===== src/rtl/alu_writeback_stage_pkg.sv =====
// Shared definitions for the ALU writeback stage.
//   - opClass_t    : op-class encoding carried alongside each ALU result
//   - RSTATUS_*    : status codes written to the rstatus register on overflow
//   - WB_DEPTH     : number of buffered writeback entries
//   - wbEntry_t    : one formed writeback entry as stored in the buffer
package alu_writeback_stage_pkg;

   typedef enum logic [2:0] {
      OpAdd   = 3'd0,
      OpAddi  = 3'd1,
      OpSub   = 3'd2,
      OpBne   = 3'd3,
      OpBlt   = 3'd4,
      OpLogic = 3'd5,
      OpNop   = 3'd6
   } opClass_t;

   localparam logic [4:0]  RSTATUS_REG  = 5'd30;
   localparam logic [31:0] RSTATUS_ADD  = 32'd1;
   localparam logic [31:0] RSTATUS_ADDI = 32'd2;
   localparam logic [31:0] RSTATUS_SUB  = 32'd3;

   localparam int unsigned WB_DEPTH = 2;
   localparam int unsigned WB_CNT_W = $clog2(WB_DEPTH + 1);

   typedef struct packed {
      logic        wen;
      logic [4:0]  rd;
      logic [31:0] data;
      logic        brTaken;
      logic [31:0] brTarget;
      logic        isOvf;     // entry reports an arithmetic overflow
   } wbEntry_t;

   localparam int unsigned WB_ENTRY_W = $bits(wbEntry_t);

   // Status code reported for an overflowing arithmetic op.
   function automatic logic [31:0] rstatusCode(input opClass_t op);
      logic [31:0] code;
      case (op)
         OpAdd:   code = RSTATUS_ADD;
         OpAddi:  code = RSTATUS_ADDI;
         OpSub:   code = RSTATUS_SUB;
         default: code = '0;
      endcase
      return code;
   endfunction

endpackage


===== src/rtl/wb_fifo2.sv =====
// Two-entry in-order FIFO with flush, holding formed writeback entries.
// Ports:
//   clock, reset    : clock and asynchronous active-high reset
//   flush           : clears all entries; a same-cycle push is discarded
//   pushValid/Ready : write handshake, pushReady depends only on registered count
//   pushEntry       : entry written on push
//   popValid/Ready  : read handshake, popValid = (count > 0)
//   popEntry        : oldest entry, stable while not popped
module wb_fifo2
   import alu_writeback_stage_pkg::*;
(
   input  logic                  clock,
   input  logic                  reset,
   input  logic                  flush,
   input  logic                  pushValid,
   output logic                  pushReady,
   input  logic [WB_ENTRY_W-1:0] pushEntry,
   output logic                  popValid,
   input  logic                  popReady,
   output logic [WB_ENTRY_W-1:0] popEntry
);

   localparam logic [WB_CNT_W-1:0] CntDepth = WB_CNT_W'(WB_DEPTH);
   localparam logic [WB_CNT_W-1:0] CntOne   = WB_CNT_W'(1);

   logic [WB_CNT_W-1:0]   countQ, countD;
   logic [WB_ENTRY_W-1:0] slot0Q, slot0D;   // head (oldest)
   logic [WB_ENTRY_W-1:0] slot1Q, slot1D;
   logic                  push, pop;

   assign pushReady = (countQ < CntDepth);
   assign popValid  = (countQ != '0);
   assign popEntry  = slot0Q;

   assign push = pushValid && pushReady;
   assign pop  = popValid && popReady;

   always_comb begin
      countD = countQ;
      slot0D = slot0Q;
      slot1D = slot1Q;
      if (flush) begin
         countD = '0;
      end else begin
         case ({push, pop})
            2'b10: begin
               if (countQ == '0) slot0D = pushEntry;
               else              slot1D = pushEntry;
               countD = countQ + CntOne;
            end
            2'b01: begin
               slot0D = slot1Q;
               countD = countQ - CntOne;
            end
            // Push and pop together only happen with one entry held, since a full
            // buffer refuses pushes: the new entry replaces the head in place.
            2'b11: begin
               slot0D = pushEntry;
            end
            default: ;
         endcase
      end
   end

   always_ff @(posedge clock or posedge reset) begin
      if (reset) begin
         countQ <= '0;
         slot0Q <= '0;
         slot1Q <= '0;
      end else begin
         countQ <= countD;
         slot0Q <= slot0D;
         slot1Q <= slot1D;
      end
   end

endmodule


===== src/rtl/alu_writeback_stage.sv =====
// ALU writeback stage: turns raw ALU results into register-write / branch
// entries, buffers them two deep, and retires them in order downstream.
// Ports:
//   clock, reset                  : clock and asynchronous active-high reset
//   in_valid / in_ready           : upstream handshake for one ALU result
//   in_result, in_isNotEqual,
//   in_isLessThan, in_overflow    : raw ALU outputs
//   in_op                         : op class (opClass_t encoding)
//   in_rd, in_br_target           : destination register and branch target
//   out_valid / out_ready         : downstream handshake
//   out_wen, out_rd, out_data     : register write of the oldest entry
//   out_br_taken, out_br_target   : branch outcome of the oldest entry
//   exc_count                     : saturating count of retired overflow entries
module alu_writeback_stage
   import alu_writeback_stage_pkg::*;
(
   input  logic        clock,
   input  logic        reset,
   input  logic        in_valid,
   output logic        in_ready,
   input  logic [31:0] in_result,
   input  logic        in_isNotEqual,
   input  logic        in_isLessThan,
   input  logic        in_overflow,
   input  logic [2:0]  in_op,
   input  logic [4:0]  in_rd,
   input  logic [31:0] in_br_target,
   output logic        out_valid,
   input  logic        out_ready,
   output logic        out_wen,
   output logic [4:0]  out_rd,
   output logic [31:0] out_data,
   output logic        out_br_taken,
   output logic [31:0] out_br_target,
   output logic [15:0] exc_count
);

   wbEntry_t              newEntry;
   wbEntry_t              headEntry;
   logic [WB_ENTRY_W-1:0] headBits;
   logic                  headValid;
   logic                  popFire;
   logic                  flush;
   logic [15:0]           excCountQ, excCountD;

   // Entry formation from the raw ALU outputs.
   always_comb begin
      newEntry          = '0;
      newEntry.brTarget = in_br_target;
      case (opClass_t'(in_op))
         OpAdd, OpAddi, OpSub: begin
            newEntry.wen = 1'b1;
            if (in_overflow) begin
               newEntry.rd    = RSTATUS_REG;
               newEntry.data  = rstatusCode(opClass_t'(in_op));
               newEntry.isOvf = 1'b1;
            end else begin
               newEntry.rd   = in_rd;
               newEntry.data = in_result;
            end
         end
         OpLogic: begin
            newEntry.wen  = 1'b1;
            newEntry.rd   = in_rd;
            newEntry.data = in_result;
         end
         OpBne:   newEntry.brTaken = in_isNotEqual;
         OpBlt:   newEntry.brTaken = in_isLessThan;
         default: ;   // NOP and unused encodings: no write, no branch
      endcase
      // r0 is hardwired; never report a write to it.
      if (newEntry.rd == '0) newEntry.wen = 1'b0;
   end

   wb_fifo2 u_fifo (
      .clock     (clock),
      .reset     (reset),
      .flush     (flush),
      .pushValid (in_valid),
      .pushReady (in_ready),
      .pushEntry (newEntry),
      .popValid  (headValid),
      .popReady  (out_ready),
      .popEntry  (headBits)
   );

   assign headEntry = wbEntry_t'(headBits);
   assign popFire   = headValid && out_ready;
   // A retiring taken branch squashes everything younger, including a same-cycle push.
   assign flush     = popFire && headEntry.brTaken;

   // Fields are zeroed while empty so reset forces all outputs low at once.
   always_comb begin
      out_valid     = headValid;
      out_wen       = headValid & headEntry.wen;
      out_rd        = headValid ? headEntry.rd       : '0;
      out_data      = headValid ? headEntry.data     : '0;
      out_br_taken  = headValid & headEntry.brTaken;
      out_br_target = headValid ? headEntry.brTarget : '0;
   end

   always_comb begin
      excCountD = excCountQ;
      if (popFire && headEntry.isOvf && (excCountQ != 16'hFFFF)) begin
         excCountD = excCountQ + 16'd1;
      end
   end

   always_ff @(posedge clock or posedge reset) begin
      if (reset) excCountQ <= '0;
      else       excCountQ <= excCountD;
   end

   assign exc_count = excCountQ;

endmodule


===== config.mk =====
export PLATFORM = sky130hd
export DESIGN_NAME = alu_writeback_stage
export DESIGN_NICKNAME = d
export VERILOG_FILES = /design/src/rtl/alu_writeback_stage_pkg.sv /design/src/rtl/wb_fifo2.sv /design/src/rtl/alu_writeback_stage.sv
export SDC_FILE = /design/constraint.sdc
export NUM_CORES = 1
export LEC_CHECK = 0
export ABC_AREA = 1
export BUFFER_PORTS_ARGS = -buffer_cell sky130_fd_sc_hd__buf_2
export CORE_MARGIN = 8
export CORE_UTILIZATION = 59
export CTS_BUF_LIST = sky130_fd_sc_hd__clkbuf_16
export DETAILED_ROUTE_END_ITERATION = 8
export PLACE_DENSITY_LB_ADDON = 0.3
export SYNTH_ARGS = -nofsm -noshare
export SYNTH_HDL_FRONTEND = slang
export SYNTH_SLANG_ARGS = --single-unit

===== constraint.sdc =====
create_clock -name clock -period 13.15 [get_ports clock]
set_clock_uncertainty 0.15 [all_clocks]
set_input_delay 0.6575 -clock clock [delete_from_list [all_inputs] [get_ports clock]]
set_output_delay 0.6575 -clock clock [all_outputs]
set_load 0.01 [all_outputs]

After elaboration in Yosys (flattened, before gate mapping) --
Cells that the tools add are included.
Word-level totals: input port bits 79, flip-flop bits (word level) 162, output and inout bits 89, word-level logic and storage cells 50
Operators by class: order comparisons 1, reductions and logical operators 14, add/sub/neg operators 3, mux-type cells 14, equal/unequal tests 10, bitwise logic cells 4
Operator list (count):
- $pmux 72 s3 | 1
- $pmux 38 s2 | 1
- $mux 72 | 1
- $mux 32 | 2
- $mux 37 | 1
- $add 16x1->16 const B | 1
- $ne 16x16->1 const B | 1
- $eq 3x2->1 const B | 2
- $eq 3x3->1 const B | 2
- $pmux 2 s3 | 1
- $reduce_and 3->1 | 2
- $reduce_bool 3->1 | 2
- $logic_and 1x1->1 | 5
- $logic_not 5->1 | 1
- $mux 5 | 1
- $eq 2x2->1 const B | 2
- $pmux 2 s2 | 1
- $eq 3x1->1 const B | 1
- $logic_not 3->1 | 1
- $mux 1 | 3
- $reduce_or 3->1 | 1
- $add 2x1->2 const B | 1
- $and 1x1->1 | 2
- $eq 2x1->1 const B | 1
- 8 further kinds | 9

Logic depth before layout (Yosys ltp) --
depth after elaboration 8, gate-level depth with buffers 10, mapped depth without buffers 9

Hierarchy --
A second synthesis with hierarchy kept.
Second synthesis, totals: cells, all modules 1190, area, all modules 8394.3 µm²
By module, submodules not included:
- wb_fifo2 | cells an instance 794, area an instance 6436.2 µm², times used 1
- alu_writeback_stage | cells an instance 396, area an instance 1958.1 µm², times used 1

Worst setup path after synthesis --
OpenSTA, ideal clock, no wires.
path type register to output, start point register u_fifo.countQ[1], end point output port out_br_taken, stages on the path, launching flop included 4, setup slack 11.336 ns, path buffers 1, data required time 12.342 ns, arrival 1.007 ns, path through dfrtp_1 -> nor2_4 -> clkbuf_1 -> nor2_1
On the way: cells in the longest elaborated chain, start to end 2
RTL lines:
- from (decl) | line wb_fifo2.sv:26 | logic [WB_CNT_W-1:0] countQ, countD;
- from (signal assigned) | line wb_fifo2.sv:71 | countQ <= countD;
- $reduce_bool 2->1 | line wb_fifo2.sv:32 | assign popValid = (countQ != '0);
- $and 1x1->1 | line alu_writeback_stage.sv:98 | out_br_taken = headValid & headEntry.brTaken;
- to (decl) | line alu_writeback_stage.sv:33 | output logic out_br_taken,
Every way passes these cells.

Worst setup path after layout --
start point register u_fifo.countQ[1], end point register u_fifo.slot0Q[34], in the netlist u_fifo.popEntry[34]
On the way: cells in the longest elaborated chain, start to end 5
RTL lines:
- $lt 2x2->1 or $reduce_bool 2->1 (tied branches) | line wb_fifo2.sv:31, wb_fifo2.sv:32
- $logic_and 1x1->1, on equally long branches | line wb_fifo2.sv:35, wb_fifo2.sv:36, alu_writeback_stage.sv:88
- $eq 2x2->1, or another cell as far along | line wb_fifo2.sv:45 | case ({push, pop})
- $ne 2x1->1 (no line), or another cell as far along
- $reduce_and 3->1 (no line)
- to (signal assigned) | line wb_fifo2.sv:72 | slot0Q <= slot0D;
- to (decl) | line wb_fifo2.sv:27 | logic [WB_ENTRY_W-1:0] slot0Q, slot0D;
Several ways; a longest one is shown, not always the timed one. A chain may end at the register's enable or synchronous reset.

==> insert_results.sql <==
INSERT INTO impl_metrics (metric_group, metric, value, unit) VALUES
('finish', 'register_cell_area_after_layout', '0.00405', 'mm²'),
('pwr', 'clockPowerShare', '19.8', '%'),
('die', 'die-width', '132', 'µm'),
('pwr', 'total_leakage_power', '0.00506', 'µW'),
('cts', 'clock_tree.root_cell', 'sky130_fd_sc_hd__clkbuf_16', ''),
('drt', 'routedWlPerCell', '14.0', 'µm'),
('die', 'fp.dieArea', '0.0173', 'mm²'),
('synthesis', 'synth_seq_cells', '162', ''),
('drt', 'met1_length', '8.47', 'mm'),
('synthesis', 'synth_top_cell_by_area', 'sky130_fd_sc_hd__dfrtp_1', ''),
('finish', 'fill_cells', '1146', ''),
('synthesis', 'synth.cell_area', '0.00789', 'mm²'),
('global_routing', 'largest_net_degree_at_the_start_of_global_routing', '128', ''),
('cts', 'worst_skew_pair.late_latency', '420', 'ps'),
('drt', 'detailroute.via_count', '7041', ''),
('finish', 'final_cell_area', '0.00919', 'mm²'),
('finish', 'flow.area_growth_from_synthesis', '16.5', '%'),
('synthesis', 'synth.top_cells.by_area', 'sky130_fd_sc_hd__dfrtp_1 51%, sky130_fd_sc_hd__nand2_1 14%, sky130_fd_sc_hd__nor2_1 8.9%, sky130_fd_sc_hd__inv_1 6.1%, sky130_fd_sc_hd__o21ai_0 5.5%', ''),
('placed_design', 'place_ws', '9870', 'ps'),
('die', 'core.rowCount', '42', ''),
('finish', 'final-instance-count-excl-fill', '1367', ''),
('drt', 'vias_per_cell', '5.15', ''),
('pwr', 'combinational_fraction_of_design_power', '41.6', '%'),
('synthesis', 'synth_area_per_cell', '7.56', 'µm²'),
('worst_hold_path', 'type_of_the_most_critical_hold_path', 'input pin to asynchronous set/reset pin', ''),
('timing', 'finalSetupTns', '0', 'ps'),
('drt', 'final_antenna_net_count', '0', ''),
('timing', 'max_freq', '303', 'MHz'),
('synthesis', 'syn_inst', '1043', ''),
('die', 'io-pin-count', '168', ''),
('synthesis', 'synthDistinctLibCells', '27', ''),
('setup_path', 'timing.critical_path.from_type', 'register', ''),
('timing', 'unrepaired_setup_endpoints_after_global_routing', 'false', ''),
('global_routing', 'grt_first_pass_wirelength', '32.6', 'mm'),
('drt', 'dr_wl_met3', '1.25', 'mm'),
('die', 'die-height', '132', 'µm'),
('global_routing', 'grt_util_all_layers', '22.6', '%'),
('setup_path', 'worst_r2r_path_depth', '8', ''),
('timing', 'setup_viol_count_final', '0', ''),
('pwr', 'power.sequential.fraction', '38.6', '%'),
('die', 'initial_utilization', '60.0', '%'),
('setup_path', 'crit_fanout', '127', ''),
('placed_design', 'placed_cells_incl_taps', '1336', ''),
('drt', 'drc', '0', ''),
('pwr', 'power.net_switching', '841', 'µW'),
('placed_design', 'placed_cell_area', '0.00871', 'mm²'),
('cts', 'cts_buffer_depth', '2', ''),
('drt', 'highest_layer', 'met5', ''),
('timing', 'tmin_final', '3300', 'ps'),
('cts', 'cts.reportedPaths.clkPinSlew', '60', 'ps'),
('timing', 'final.period_utilization', '25.1', '%'),
('synthesis', 'post-synth-top-area-fraction', '51.4', '%'),
('synthesis', 'synth_seq_area_share', '51.4', '%'),
('cts', 'tritoncts', 'done', ''),
('global_routing', 'vias_in_the_first_global_route', '6862', ''),
('pwr', 'internal-power', '1240', 'µW'),
('cts', 'cts.repair_timing.setup_buffer_count', '0', ''),
('timing', 'worstMarginPinSlew', '1110', 'ps'),
('synthesis', 'syn_nets', '1123', ''),
('pwr', 'max-vdd-ir-drop', '0.133', 'mV'),
('setup_path', 'criticalPathCategory', 'register to register', ''),
('cts', 'cts.sink_count', '162', ''),
('cts', 'cts-hold-fix-buffers', '0', ''),
('cts', 'cts_max_level', '4', ''),
('pwr', 'power_density', '227', 'mW/mm²'),
('run_status', 'status', 'finished, final reports clean', ''),
('timing', 'hold_viol', '0', ''),
('setup_path', 'arrival_worst_endpoint', '3460', 'ps'),
('cts', 'tritoncts.num_buffers', '17', ''),
('timing', 'setup_ws', '9850', 'ps'),
('setup_path', 'critPathRequiredTime', '13310', 'ps');
## power groups by stage
| stage | clock, µW | sequential, µW | combinational (µW) |
|---|---|---|---|
| final | 413 | 805 | 866 |
| after global routing | 443 | 827 | 980 |
| after CTS | 418 | 804 | 871 |
| after detailed placement | 0 | 811 | 865 |
| after global placement | 0 | 802 | 844 |
| after floorplan | 0 | 795 | 639 |
## synthesized netlist by cell type
master                     instances
sky130_fd_sc_hd__nand2_1         297
sky130_fd_sc_hd__nor2_1          186
sky130_fd_sc_hd__dfrtp_1         162
sky130_fd_sc_hd__inv_1           128
sky130_fd_sc_hd__o21ai_0          87
sky130_fd_sc_hd__o22ai_1          67
sky130_fd_sc_hd__buf_2            32
sky130_fd_sc_hd__nand3_1          15
sky130_fd_sc_hd__clkbuf_1         13
sky130_fd_sc_hd__buf_4             8
sky130_fd_sc_hd__nand4_1           7
sky130_fd_sc_hd__nor3_1            5
sky130_fd_sc_hd__xnor2_1           5
sky130_fd_sc_hd__xor2_1            5
sky130_fd_sc_hd__o21ai_1           4
sky130_fd_sc_hd__a21oi_1           3
sky130_fd_sc_hd__inv_2             3
sky130_fd_sc_hd__buf_1             2
sky130_fd_sc_hd__buf_6             2
sky130_fd_sc_hd__nand2_2           2
sky130_fd_sc_hd__nor2_2            2
sky130_fd_sc_hd__nor2_4            2
sky130_fd_sc_hd__o211ai_1          2
sky130_fd_sc_hd__ha_1              1
sky130_fd_sc_hd__nand2_4           1
sky130_fd_sc_hd__nand3b_1          1
sky130_fd_sc_hd__o21ai_4           1
## worst max-delay path: stages, from the launching register on
cell and delay (ps):
sky130_fd_sc_hd__dfrtp_1 430, sky130_fd_sc_hd__nor2_4 140, sky130_fd_sc_hd__buf_4 630, sky130_fd_sc_hd__nand2_1 210, sky130_fd_sc_hd__o21ai_4 220, sky130_fd_sc_hd__buf_4 890
sky130_fd_sc_hd__o21ai_0 220, sky130_fd_sc_hd__a21oi_1 200, sky130_fd_sc_hd__nor2_1 60
## layout make-up
cell class / count / share of cell area [%]
clock buffer: 17 / 4.63
inverter: 131 / 5.40
clock inverter: 13 / 0.626
antenna: 1 / 0.0272
tap: 176 / 2.40
timing repair buffer: 174 / 9.66
multi-input combinational: 693 / 33.2
sequential: 162 / 44.1
## sequential cells by signal (all words and copies together) (netlist names)
name	count
u_fifo.popEntry	72
u_fifo.slot1Q	72
exc_count	16
u_fifo.countQ	2
## worst max-delay path by stage
| stage | from | endpoint | cells past startpoint |
|---|---|---|---|
| global route | u_fifo.countQ[1] | u_fifo.popEntry[34] | 8 |
| CTS | u_fifo.countQ[1] | u_fifo.popEntry[34] | 8 |
| finish | u_fifo.countQ[1] | u_fifo.popEntry[34] | 8 |
| floorplan | reset | exc_count[0] | 1 |
| detailed placement | u_fifo.countQ[1] | u_fifo.popEntry[34] | 8 |
| global placement | u_fifo.countQ[1] | u_fifo.popEntry[34] | 8 |
## cell usage in the layout (no fill, tap or decap), types with 2 or more instances in the layout
master                      count
sky130_fd_sc_hd__buf_4          7
sky130_fd_sc_hd__nand3_1       15
sky130_fd_sc_hd__o21ai_1        4
sky130_fd_sc_hd__nor2_1       186
sky130_fd_sc_hd__nor2_4         2
sky130_fd_sc_hd__o211ai_1       2
sky130_fd_sc_hd__nor3_1         5
sky130_fd_sc_hd__nand2_1      295
sky130_fd_sc_hd__o22ai_1       67
sky130_fd_sc_hd__buf_2        167
sky130_fd_sc_hd__clkbuf_16     17
sky130_fd_sc_hd__inv_2          3
sky130_fd_sc_hd__o21ai_0       87
sky130_fd_sc_hd__nand4_1        7
sky130_fd_sc_hd__clkinv_2       4
sky130_fd_sc_hd__inv_1        130
sky130_fd_sc_hd__dfrtp_1      162
sky130_fd_sc_hd__clkinv_1       5
sky130_fd_sc_hd__xnor2_1        5
sky130_fd_sc_hd__nand2_2        4
sky130_fd_sc_hd__nor2_2         2
sky130_fd_sc_hd__a21oi_1        3
sky130_fd_sc_hd__xor2_1         5
## through the flow
stage / hold WS, ps / power, µW
3_5_place_dp: 310 / 1680
3_3_place_gp: 306 / 1650
6_report: 229 / 2080
4_1_cts: 272 / 2090
5_1_grt: 280 / 2250
2_1_floorplan: 294 / 1430
## logic make-up (layout without fill, tap and decap cells)
logic type,count (synthesis),after routing,share of synthesized area [%]
AOI/OAI and AO/OA,164,164,11.7
xor gates and xnor gates,10,10,1.11
adders and majority gates,1,1,0.159
buffers and inverters,188,335,10.0
DFF,162,162,51.4
other,0,1,0
and+or+nand+nor,518,518,25.6
## layer usage
metal | up-vias | global-route usage, %
met1 | 3255 | 28.5
met3 | 29 | 6.25
met5 | - | 0
met4 | 4 | 7.66
li1 | 3515 | -
met2 | 238 | 36.7
Power figures use the tool's default switching activity.
